**src/rtl/fifo_deser_pkg.sv**
```systemverilog
// rtl/fifo_deser_pkg.sv - shared types, defaults and sizing helper for fifo_deser
package fifo_deser_pkg;

  typedef enum logic {
    COLLECT = 1'b0,
    HOLD    = 1'b1
  } state_e;

  localparam int DEF_WIDTH = 4;
  localparam int DEF_DEPTH = 4;

  function automatic int occ_width(input int depth);
    return $clog2(depth + 1);
  endfunction

endpackage

```
**src/rtl/fifo_occ_tracker.sv**
```systemverilog
// rtl/fifo_occ_tracker.sv - shadow occupancy counter of the upstream FIFO with sticky overflow
module fifo_occ_tracker
  import fifo_deser_pkg::*;
#(
  parameter int DEPTH = DEF_DEPTH,
  localparam int OW   = occ_width(DEPTH)
) (
  input  logic          clk,
  input  logic          clear,
  input  logic          push,
  input  logic          pop,
  output logic [OW-1:0] occ,
  output logic          overflow
);

  localparam logic [OW-1:0] FULL = OW'(DEPTH);

  logic [OW-1:0] occ_q, occ_d;
  logic          overflow_q, overflow_d;

  always_comb begin
    occ_d      = occ_q;
    overflow_d = overflow_q;
    if (push && !pop) begin
      // A push into a full FIFO is lost by the producer; remember it.
      if (occ_q == FULL) begin
        overflow_d = 1'b1;
      end else begin
        occ_d = occ_q + OW'(1);
      end
    end else if (pop && !push && occ_q != '0) begin
      occ_d = occ_q - OW'(1);
    end
  end

  always_ff @(posedge clk) begin
    if (clear) begin
      occ_q      <= '0;
      overflow_q <= 1'b0;
    end else begin
      occ_q      <= occ_d;
      overflow_q <= overflow_d;
    end
  end

  assign occ      = occ_q;
  assign overflow = overflow_q;

endmodule

```
**src/rtl/fifo_deser.sv**
```systemverilog
// rtl/fifo_deser.sv - pops a 1-bit FIFO and assembles MSB-first words on valid/ready
// FIFO_DESER_PARITY_EN: each frame carries a trailing even-parity bit, reported on parity_err
module fifo_deser
  import fifo_deser_pkg::*;
#(
  parameter int WIDTH = DEF_WIDTH,
  parameter int DEPTH = DEF_DEPTH
) (
  input  logic             clk,
  input  logic             clear,
  input  logic             fifo_push,
  output logic             fifo_pop,
  input  logic             fifo_p,
  output logic [WIDTH-1:0] word_out,
  output logic             word_valid,
  input  logic             word_ready,
  output logic             overflow
`ifdef FIFO_DESER_PARITY_EN
  ,
  output logic             parity_err
`endif
);

`ifdef FIFO_DESER_PARITY_EN
  localparam int FRAME = WIDTH + 1;
`else
  localparam int FRAME = WIDTH;
`endif
  localparam int OW = occ_width(DEPTH);
  localparam int CW = $clog2(FRAME + 1);
  localparam logic [CW-1:0] FRAME_C = CW'(FRAME);

  state_e           state_q, state_d;
  logic [CW-1:0]    bit_cnt_q, bit_cnt_d;
  logic             pop_d_q, pop_d_d;
  logic [WIDTH-1:0] word_shift_q, word_shift_d;
  logic [WIDTH-1:0] word_out_q, word_out_d;
  logic             word_valid_q, word_valid_d;
`ifdef FIFO_DESER_PARITY_EN
  logic             parity_err_q, parity_err_d;
`endif
  logic [OW-1:0]    occ;
  logic [WIDTH-1:0] shifted;

  fifo_occ_tracker #(.DEPTH(DEPTH)) u_occ (
    .clk      (clk),
    .clear    (clear),
    .push     (fifo_push),
    .pop      (fifo_pop),
    .occ      (occ),
    .overflow (overflow)
  );

  // Bits already in flight count toward the frame so we never pop past it.
  assign fifo_pop = (state_q == COLLECT) && (occ != '0)
                    && ((bit_cnt_q + CW'(pop_d_q)) < FRAME_C);

  assign shifted = {word_shift_q[WIDTH-2:0], fifo_p};

  always_comb begin
    state_d      = state_q;
    bit_cnt_d    = bit_cnt_q;
    pop_d_d      = fifo_pop;
    word_shift_d = word_shift_q;
    word_out_d   = word_out_q;
    word_valid_d = word_valid_q;
`ifdef FIFO_DESER_PARITY_EN
    parity_err_d = parity_err_q;
`endif
    case (state_q)
      COLLECT: begin
        if (pop_d_q) begin
          word_shift_d = shifted;
          if (bit_cnt_q + CW'(1) == FRAME_C) begin
            bit_cnt_d    = '0;
            word_valid_d = 1'b1;
            state_d      = HOLD;
`ifdef FIFO_DESER_PARITY_EN
            // Final bit is parity; the data bits are already in the shifter.
            word_out_d   = word_shift_q;
            parity_err_d = ^{word_shift_q, fifo_p};
`else
            word_out_d   = shifted;
`endif
          end else begin
            bit_cnt_d = bit_cnt_q + CW'(1);
          end
        end
      end
      HOLD: begin
        if (word_valid_q && word_ready) begin
          word_valid_d = 1'b0;
          state_d      = COLLECT;
`ifdef FIFO_DESER_PARITY_EN
          parity_err_d = 1'b0;
`endif
        end
      end
    endcase
  end

  always_ff @(posedge clk) begin
    if (clear) begin
      state_q      <= COLLECT;
      bit_cnt_q    <= '0;
      pop_d_q      <= 1'b0;
      word_shift_q <= '0;
      word_out_q   <= '0;
      word_valid_q <= 1'b0;
`ifdef FIFO_DESER_PARITY_EN
      parity_err_q <= 1'b0;
`endif
    end else begin
      state_q      <= state_d;
      bit_cnt_q    <= bit_cnt_d;
      pop_d_q      <= pop_d_d;
      word_shift_q <= word_shift_d;
      word_out_q   <= word_out_d;
      word_valid_q <= word_valid_d;
`ifdef FIFO_DESER_PARITY_EN
      parity_err_q <= parity_err_d;
`endif
    end
  end

  assign word_out   = word_out_q;
  assign word_valid = word_valid_q;
`ifdef FIFO_DESER_PARITY_EN
  assign parity_err = parity_err_q;
`endif

endmodule

```
**config.mk**
```make
export PLATFORM = sky130hd
export DESIGN_NAME = fifo_deser
export DESIGN_NICKNAME = d
export VERILOG_FILES = /design/src/rtl/fifo_deser_pkg.sv /design/src/rtl/fifo_occ_tracker.sv /design/src/rtl/fifo_deser.sv
export SDC_FILE = /design/constraint.sdc
export NUM_CORES = 1
export LEC_CHECK = 0
export CORE_MARGIN = 3
export CORE_UTILIZATION = 50
export CTS_CLUSTER_DIAMETER = 200
export DETAILED_ROUTE_END_ITERATION = 8
export PLACE_DENSITY = 0.82
export SKIP_LAST_GASP = 1
export SLEW_MARGIN = 15
export SYNTH_ARGS = -nofsm -noshare
export SYNTH_HDL_FRONTEND = slang
export SYNTH_SLANG_ARGS = --single-unit
```
**constraint.sdc**
```tcl
create_clock -name clk -period 2.4 [get_ports clk]
set_input_delay 0.24 -clock clk [delete_from_list [all_inputs] [get_ports clk]]
set_output_delay 0.24 -clock clk [all_outputs]
set_load 0.01 [all_outputs]
```
Word level (Yosys, flattened, before mapping)
Index checks and enable logic that the tools add are counted.

operators by class
  reductions and logical operators = 15
  bitwise logic cells = 1
  add/subtract/negate cells = 4
  $lt $le $gt $ge = 1
  multiplexer cells = 12
  equal/unequal tests = 6

operators with widths
  kind                                                    number
  two-way mux 3 bit                                       4
  adder 3 x 1 -> 3 bit (second input constant)            2
  == test 3 bit (second input constant)                   2
  logical AND 1 bit                                       6
  two-way mux 1 bit                                       6
  AND reduction 2 bit                                     3
  AND reduction 3 bit                                     2
  inequality test 2 x 1 -> 1 bit (second input constant)  2
  inequality test 2 bit (second input constant)           2
  case mux 1 bit (2 select lines)                         2
  adder 3 x 1 -> 3 bit                                    1
  < comparator 3 bit (second input constant)              1
  nonzero test 3 bit                                      1
  subtractor 3 x 1 -> 3 bit (second input constant)       1
  logical NOT 1 bit                                       2
  nonzero test 2 bit                                      1
  NOT 1 bit                                               1

word-level totals
  register bits = 17
  output and inout bits = 7
  logic and storage cells = 47

Longest topological paths before layout
  depth in word-level cells = 7
  mapped depth = 8
  gate-level depth less buffers = 8

Cells and area by module
A second synthesis with hierarchy kept.

unflattened totals
  cell total of the unflattened synthesis = 87
  area total of the unflattened synthesis = 759.5 um^2

modules (own cells, without submodules)
  module            cells each  seq. area each (um^2)  instances  area an instance (um^2)
  fifo_deser        64          260.2                  1          549.3
  fifo_occ_tracker  23          80.1                   1          210.2

Worst setup path before layout
OpenSTA, ideal clock, no wires.

  path type = reg2reg
  start = register bit_cnt_q[0]
  end = register u_occ.occ_q[1] (netlist: u_occ.occ[1])
  period minus slack after synthesis = 2.037 ns
  buffers on the path = 0
  stages on the path, launching flop included = 7
  arrival = 1.910 ns
  path slack = 0.363 ns
  cells stage by stage = dfxtp_1 -> a31o_1 -> a211o_1 -> nand2_1 -> fa_1 -> and4b_1 -> or3_1

RTL lines
  item                    line                    source
  from (decl)             fifo_deser.sv:34        logic [CW-1:0] bit_cnt_q, bit_cnt_d;
  from (signal assigned)  fifo_deser.sv:115       bit_cnt_q <= bit_cnt_d;
  adder 3 x 1 -> 3 bit    fifo_deser.sv:56        && ((bit_cnt_q + CW'(pop_d_q)) < FRAME_C);
  < comparator 3 bit      fifo_deser.sv:56
  logical AND 1 bit       fifo_deser.sv:56
  logical NOT 1 bit       fifo_occ_tracker.sv:24  if (push && !pop) begin
  logical AND 1 bit       fifo_occ_tracker.sv:24
  two-way mux 3 bit       fifo_occ_tracker.sv:24
  net u_occ.occ_d[1]      fifo_occ_tracker.sv:18  logic [OW-1:0] occ_q, occ_d;
  to (signal assigned)    fifo_occ_tracker.sv:38  occ_q <= '0;
  to (signal assigned)    fifo_occ_tracker.sv:41  occ_q <= occ_d;
  to (decl)               fifo_occ_tracker.sv:18

The timed path passes the listed nets, and every way through them passes these cells.
A chain may end at the register's enable or synchronous reset.

Worst setup path after layout
  start = register u_occ.occ_q[0] (netlist: u_occ.occ[0])
  end = output port fifo_pop

between the ends
  longest elaborated chain between the ends = 3

RTL lines
  item                line              source
  nonzero test 3 bit  fifo_deser.sv:55  assign fifo_pop = (state_q == COLLECT) && (occ != '0)
  logical AND 1 bit   fifo_deser.sv:55
  logical AND 1 bit   fifo_deser.sv:56
  to (decl)           fifo_deser.sv:12  output logic fifo_pop,

No other way between the ends.

==> run metrics <==
DR DRC count 0; # hold bufs at CTS 0; clock skew 7.67 ps; crit-path max FO 7; top post-synthesis cells by count dfxtp_1, nor2_1, nand2_1; CTS tree yes; sequential element share of the synthesized area 43.0%; DPL Wire Length 1.06 mm; Max-slew headroom 73.4%; Setup Crit Path Kind reg2out; total congestion overflow 0; first-pass GRT wire length 2.44 mm; clk root buf clkbuf_4; largest family of logic cells by synthesized area simple AND/OR/NAND/NOR gates; DR vias/cell 5.44; setup_tns 0 ps; Slew @ Worst Pin 389 ps; H-tree depth 1; Synth Area in Adders 7.27%; Rows 13; IO Pins 12; Post-synth ARST share 0%; Distinct cells, synth 31; Fill cells 117; Final period util 89.7%; fin. max-slew vios 0; 1st-iter DRT viols 36; core region area 0.00140 mm2; most frequent cell after synthesis dfxtp_1; share of the synthesized area in the top cell type 43.0%; Post-Syn Instances 92; Routed WL per cell 11.9 um; total wire length 1.44 mm; max_cap viols 0; Startpoint Class flop; Compound-Gate Fraction of Synth Area 13.1%; clk slew on worst S/H paths 100 ps; fin crit period 2150 ps; Antenna Nets Post-Route 0; Layout Nets 116; ratio of cells with drive above 1 in the final layout 7.55%; placer congestion estimate 0.838; mux share of post-synthesis cell area 6.32%; EDFF count, synth 0; post-synth top area cell dfxtp_1; Mapped Avg Cell Area 8.61 um2; TritonCTS Sinks 17; Ys Warns 0; Pleak 0.355 nW; mapped cell area 792 um2; via count 658; CP max-delay cell clkdlybuf4s50_1; status finished clean; clock power share 16.5%; Synth Net Count 101; clock tree buffer depth 2; Die Wd 45.8 um; largest net degree at the start of global routing 13; TritonRoute pass-1 iters 4; area grow syn2layout 19.4%; initial core utilization 56.6%; critical path required time 2160 ps; post-cts resize count 0; P_sw 341 uW; global-route usage over all layers 15.9%; Critical Path, Cell by Cell nor3_1 -> a211o_1 -> inv_2 -> clkdlybuf4s50_1; ys flop type dfxtp_1; Power, Total 905 uW; crit path capture type output pin; initial antenna violation count 0; Internal Pwr Total 564 uW; final core area utilization 67.6%; RSZ-0062 raised after global routing no; Hold/Removal Path Class reg2reg; CTS buffer count 3; crit-path max cell delay 550 ps; final setup vio count 0; Die H 45.8 um; setup repair bufs after CTS 0; Comb pwr share 40.9%; Sequential Power Share 42.5%; post-route cell area 946 um2; Sw Share 37.7%; VDD IR max 477 uV; max frequency 0.464 GHz; Placed Instance Area 918 um2; post-synthesis xor/xnor area fraction 1.11%; Clock Latency Late Sink 290 ps; simple-gate share of the synthesized area 24.2%; FF+latch count, synth 17; Fin. Hold Viols 0; Antenna diodes 0; vias in the first global route 595; DIE AREA 0.00210 mm2; # port buffers 11; ranking of synthesized cells by area dfxtp_1, nor2_1, mux2i_1; arrival time worst endpoint 1910 ps; pwr dens 957 mW/mm2
## sequential cells by signal, indices dropped and copies added, names as in the netlist
name and cells:
word_out 4, bit_cnt_q 3, u_occ.occ 3, word_shift_q 3, pop_d_q 1, state_q 1, u_occ.overflow 1, word_valid 1
## power groups by stage
| stage | Combinational [mW] | Sequential, mW | Clock [mW] |
|---|---|---|---|
| 2_1_floorplan | 0.271 | 0.378 | 0 |
| 3_3_place_gp | 0.352 | 0.388 | 0 |
| 3_5_place_dp | 0.364 | 0.389 | 0 |
| 4_1_cts | 0.366 | 0.383 | 0.157 |
| 5_1_grt | 0.411 | 0.393 | 0.172 |
| 6_report | 0.371 | 0.385 | 0.150 |
## cells in the final DEF, fill, tap and decap left out, drive strengths merged
master / count
clkbuf: 3
a211oi: 3
a2111oi: 1
a31o: 1
nand2b: 1
mux2i: 5
nor4b: 1
clkinv: 1
fa: 1
nand4: 1
nand3: 4
a21oi: 7
o21ai: 1
ha: 3
buf: 3
nor3: 1
clkdlybuf4s50: 11
a211o: 1
nor3b: 1
nor4: 1
dfxtp: 17
xnor2: 1
or3: 1
o311ai: 1
nor2: 14
nand2: 13
a31oi: 1
and4b: 1
nor2b: 1
inv: 4
or4: 1
## routing by layer
layer / vias up / wire [um] / global-route usage, %
li1: 349 / - / -
met1: 284 / 685 / 19.8
met2: 23 / 640 / 25.9
met3: 2 / 103 / 3.56
met4: 0 / 7 / 6.82
met5: - / 0 / 0
## metrics by stage
stage / setup slack (ps) / hold slack, ps / std cells
3_3_place_gp: 316 / 445 / 117
6_report: 247 / 458 / 121
3_5_place_dp: 281 / 447 / 117
5_1_grt: 121 / 475 / 121
4_1_cts: 242 / 462 / 121
2_1_floorplan: 363 / 387 / 92
## final timing paths
path                                  start                   endpoint  slack [ps]  cells after the start
setup / recovery  u_occ.occ[0]$_SDFFE_PP0P_                   fifo_pop         250                      4
hold / removal     word_out[2]$_SDFFE_PP0P_   word_out[2]$_SDFFE_PP0P_         460                      2
hold reg to reg    word_out[2]$_SDFFE_PP0P_   word_out[2]$_SDFFE_PP0P_         460                      2
setup reg to reg  u_occ.occ[0]$_SDFFE_PP0P_  u_occ.occ[1]$_SDFFE_PP0P_         250                      6
## final cells by class
type | instances | area, um2 | share of cell area [%]
Timing Repair Buffer | 14 | 133 | 14.0
Multi-Input combinational cell | 67 | 412 | 43.5
Clock buffer | 3 | 22.5 | 2.38
Clock inverter | 1 | 5.00 | 0.529
Tap cell | 15 | 18.8 | 1.98
Inverter | 4 | 15.0 | 1.59
Sequential cell | 17 | 340 | 36.0
## critical path: cells and delay by family, from the launching register on
| family | cells | cell delay [ps] |
|---|---|---|
| DFF | 1 | 450 |
| and+or+nand+nor | 1 | 110 |
| buffers and inverters | 2 | 700 |
| AOI/OAI and AO/OA | 1 | 370 |
## kinds of logic (layout without fill, tap and decap cells)
| group | count (synthesis) | after routing |
|---|---|---|
| mux | 5 | 5 |
| buf+inv | 8 | 22 |
| fa+ha+maj | 4 | 4 |
| compound gates | 16 | 16 |
| xor+xnor | 1 | 1 |
| flops | 17 | 17 |
| simple gates | 41 | 41 |
(Power assumes the default switching activity.)
